File: config.mk
export PLATFORM = sky130hd
export DESIGN_NAME = mux2_arb
export DESIGN_NICKNAME = d
export VERILOG_FILES = /design/src/rtl/mux2_arb.sv
export SDC_FILE = /design/constraint.sdc
export NUM_CORES = 1
export LEC_CHECK = 0
export CELL_PAD_IN_SITES_DETAIL_PLACEMENT = 0
export CELL_PAD_IN_SITES_GLOBAL_PLACEMENT = 2
export CORE_ASPECT_RATIO = 0.75
export CORE_MARGIN = 8
export CORE_UTILIZATION = 23
export DETAILED_ROUTE_END_ITERATION = 7
export GPL_ROUTABILITY_DRIVEN = 0
export GPL_TIMING_DRIVEN = 1
export PLACE_DENSITY_LB_ADDON = 0.1
export SYNTH_ARGS = -nofsm -noshare
export SYNTH_HDL_FRONTEND = slang
export SYNTH_SLANG_ARGS = --single-unit
File: constraint.sdc
create_clock -name clk -period 3.3 [get_ports clk]
set_input_delay 0.99 -clock clk [delete_from_list [all_inputs] [get_ports clk]]
set_output_delay 0.99 -clock clk [all_outputs]
set_load 0.01 [all_outputs]
File: src/rtl/mux2_arb.sv
// Two-requester round-robin arbiter feeding a single registered valid/ready output slot.
// One transfer per cycle; the output register refills in the same cycle it drains.
module mux2_arb #(
    parameter int unsigned WIDTH = 8
) (
    input  logic             clk,
    input  logic             rst,
    input  logic             req0_valid,
    input  logic [WIDTH-1:0] req0_data,
    output logic             req0_ready,
    input  logic             req1_valid,
    input  logic [WIDTH-1:0] req1_data,
    output logic             req1_ready,
    output logic             out_valid,
    output logic [WIDTH-1:0] out_data,
    output logic             out_sel,
    input  logic             out_ready
);

    logic             out_valid_q, out_valid_d;
    logic [WIDTH-1:0] out_data_q, out_data_d;
    logic             out_sel_q, out_sel_d;
    logic             last_q, last_d;

    logic             load_en;
    logic             gnt_any;
    logic             gnt_idx;
    logic             accept;
    logic [WIDTH-1:0] gnt_data;

    // The output slot can take new data when empty or when it empties this cycle.
    assign load_en = !out_valid_q || out_ready;

    always_comb begin
        gnt_any = req0_valid | req1_valid;
        gnt_idx = 1'b0;
        unique case ({req1_valid, req0_valid})
            2'b01:   gnt_idx = 1'b0;
            2'b10:   gnt_idx = 1'b1;
            2'b11:   gnt_idx = !last_q;
            default: gnt_idx = 1'b0;
        endcase
    end

    // Readies depend only on valids, priority and the output slot, never on payload.
    assign req0_ready = !rst && load_en && gnt_any && !gnt_idx;
    assign req1_ready = !rst && load_en && gnt_any && gnt_idx;
    assign accept     = req0_ready | req1_ready;
    assign gnt_data   = gnt_idx ? req1_data : req0_data;

    always_comb begin
        out_valid_d = out_valid_q;
        out_data_d  = out_data_q;
        out_sel_d   = out_sel_q;
        last_d      = last_q;
        if (accept) begin
            out_valid_d = 1'b1;
            out_data_d  = gnt_data;
            out_sel_d   = gnt_idx;
            last_d      = gnt_idx;
        end else if (out_valid_q && out_ready) begin
            out_valid_d = 1'b0;
        end
    end

    // last resets to 1 so requester 0 wins the first contention.
    always_ff @(posedge clk or posedge rst) begin
        if (rst) begin
            out_valid_q <= 1'b0;
            out_data_q  <= '0;
            out_sel_q   <= 1'b0;
            last_q      <= 1'b1;
        end else begin
            out_valid_q <= out_valid_d;
            out_data_q  <= out_data_d;
            out_sel_q   <= out_sel_d;
            last_q      <= last_d;
        end
    end

    assign out_valid = out_valid_q;
    assign out_data  = out_data_q;
    assign out_sel   = out_sel_q;

endmodule

==> results of run 1 <==
## final cells by class
class | count | area share [%]
Inverter | 2 | 0.762
Tap cell | 34 | 4.32
Clock buffer | 4 | 2.67
Multi-Input combinational cell | 25 | 25.8
Sequential cell | 11 | 28.1
Timing Repair Buffer | 40 | 38.4
## metrics by stage
step           cell area [µm²]  instances  setup WS [ns]  utilization, %  TNS, ns
2_1_floorplan              568         41          0.724               -        0
3_3_place_gp               961        112         -0.221            41.3   -0.433
3_5_place_dp               961        112         -0.231            41.3   -0.440
4_1_cts                    985        116         0.0591            42.3        0
5_1_grt                    985        116        0.00120            42.3        0
6_report                   985        116         0.0829            42.3        0
## worst max-delay path, stage by stage
cell and delay, ns:
clkdlybuf4s50_1 0.47, buf_4 0.18, nor4b_4 0.28, dlygate4sd2_1 0.30
## power by group through the flow
stage,clock [mW],sequential (mW),combinational (mW)
final,0.0947,0.177,0.168
after global routing,0.104,0.181,0.179
after CTS,0.0984,0.178,0.171
after detailed placement,0,0.181,0.171
after global placement,0,0.181,0.171
after floorplan,0,0.191,0.0645
## flip-flops by register name (all words and copies together), names as in the netlist
name,cells
out_data,8
last_q,1
out_valid,1
out_sel,1
## repair_timing
item	in CTS	in global routing
setup buffers	0	0
hold endpoints to repair	0	0
endpoints found under the setup margin	2	0
gates resized for setup	2	0
## cell families after synthesis
logic type / count (synthesis) / synth area share, %
buf+inv: 5 / 6.61
simple gates: 6 / 11.5
flops: 11 / 48.7
compound gates: 19 / 33.3
## layout by cell type, fill, tap and decap left out
cell type and count:
dfrtp_1 10, inv_1 2, dfstp_2 1, nor2b_4 1
a221o_1 1, clkbuf_1 1, a2111oi_2 1, clkbuf_4 3
nand2b_1 1, or3_4 1, clkdlybuf4s50_1 30, a21o_1 2
nor2_1 1, o31a_1 8, nor4b_4 1, dlygate4sd2_1 2
a221o_2 7, buf_4 8, nor2b_1 1
## layer usage
layer | routed length [µm] | global-route usage [%] | part of all wire (%) | vias up
met2 | 832 | 14.0 | 47 | 17
met3 | 136 | 5.24 | 7.7 | 2
li1 | - | - | - | 248
met4 | 10 | 2.83 | 0.57 | 0
met5 | 0 | 0 | 0 | -
met1 | 787 | 9.35 | 45 | 248
## final timing paths
check / start / to / cells past startpoint
max: rst / req0_ready / 4
min: out_sel / out_sel / 1
max reg2reg: out_valid / out_data[7] / 4
min reg2reg: out_sel / out_sel / 1
max in group asynchronous: rst / last_q / 4
min in group asynchronous: rst / out_valid / 4
==> summary.md, run 1 <==
| Metric | Value |
|---|---|
| Status | finished clean |
| Reg power frac | 40.3% |
| IO Count | 33 |
| Clock Path Buffers | 2 |
| Area growth, synth to finish | 73.3% |
| Most frequent cells after synthesis | dfrtp_1, o31a_1, a221o_2 |
| Yosys top cell area share | 44.1% |
| Slew @ Worst Pin | 0.628 ns |
| Period utilization | 97.5% |
| Hold WS | 0.494 ns |
| Flop and latch count out of synthesis | 11 |
| Max-capacitance violation count | 0 |
| Reg2reg setup slack | 1.91 ns |
| CP required | 2.31 ns |
| Setup-failing EPs final | 0 |
| Max-slew headroom | 58.0% |
| Root Driver | clkbuf_4 |
| Core area | 0.00233 mm² |
| Sink Count | 11 |
| Synth top area cells | dfrtp_1, a221o_2, o31a_1, dfstp_2, nor4b_4 |
| Worst-Skew Late Latency | 0.27 ns |
| Power share of the combinational group | 38.1% |
| RSZ-0062 raised after global routing | no |
| Sw power | 0.122 mW |
| Post-synth EDFFs | 0 |
| Row cnt | 15 |
| Sequential cell area | 277 µm² |
| Power consumption | 0.440 mW |
| DR pass1 iterations | 3 |
| Clk slew on worst S/H paths | 0.07 ns |
| Die area | 0.00433 mm² |
| Ys flop type | dfrtp_1 |
| Die Span Y | 59.0 µm |
| Via density | 4.44 |
| CTS tree | yes |
| Multi-input gate area | 254 µm² |
| Synth Cell Area | 568 µm² |
| Register area share after synthesis | 48.7% |
| Remaining global-route overflow | 0 |
| Number of library cell types mapped by synthesis | 16 |
| Total wire length | 1770 µm |
| CTS H-tree depth | 1 |
| Layout fillers | 251 |
| Peak VDD IR | 0.139 mV |
| Shortest period the worst path allows | 3.22 ns |
| DR DRC count | 0 |
| Avg Inst Size Synth | 13.9 µm² |
| Via count | 515 |
| Largest net degree at the start of global routing | 12 |
| PortBufs | 32 |
| Die W | 73.4 µm |
| ANT cells | 0 |
| P_leak | 0.419 nW |
| HP Class | reg2reg |
| Layout cells sized above 1 | 28.0% |
| WL/cell | 15.2 µm |
| WS Path Type | in2out |
| TritonCTS Buffers | 3 |
| Final hold violation count | 0 |
| First-pass GRT wire length | 2850 µm |
| Post-detail-place hpwl | 1400 µm |
| Post-Synthesis Cells | 41 |
| Internal | 0.318 mW |
| Antenna violation net count after detailed routing | 0 |
| Final Skew | 0.00652 ns |
| Fraction of registers with async set/reset | 100% |
| Crit Path Max Fanout | 3 |
| Hold_buf cts | 0 |
| Element type at the critical path end | output port |
| Vias in the first global route | 565 |
| Yosys warnings | 0 |
| Most common cell in the netlist | dfrtp_1 |
| DRT iter0 DRCs | 15 |
| Total global-route track usage | 8.72% |
| Initial antenna violation count | 0 |
| Max Clk Rate | 0.311 GHz |
| Syn_nets | 62 |
| Area leader, netlist | dfrtp_1 |
| PwrDens | 446 mW/mm² |
| WP data arrival | 2.23 ns |
| Startpoint types | primary input |
| Clock Power Share | 21.5% |
| Max-slew violation count | 0 |
| Nets | 104 |
| Switching Fraction | 27.7% |
| Starting Density | 24.4% |
No activity file was read; power rests on OpenSTA's default activity.
==> run 2, diff against run 1 <==
- CTS_CLUSTER_SIZE: default -> 20
- SLEW_MARGIN: default -> 10
==> results of run 2 <==
No change in the layout: final DEF, timing and power equal those of run 1.
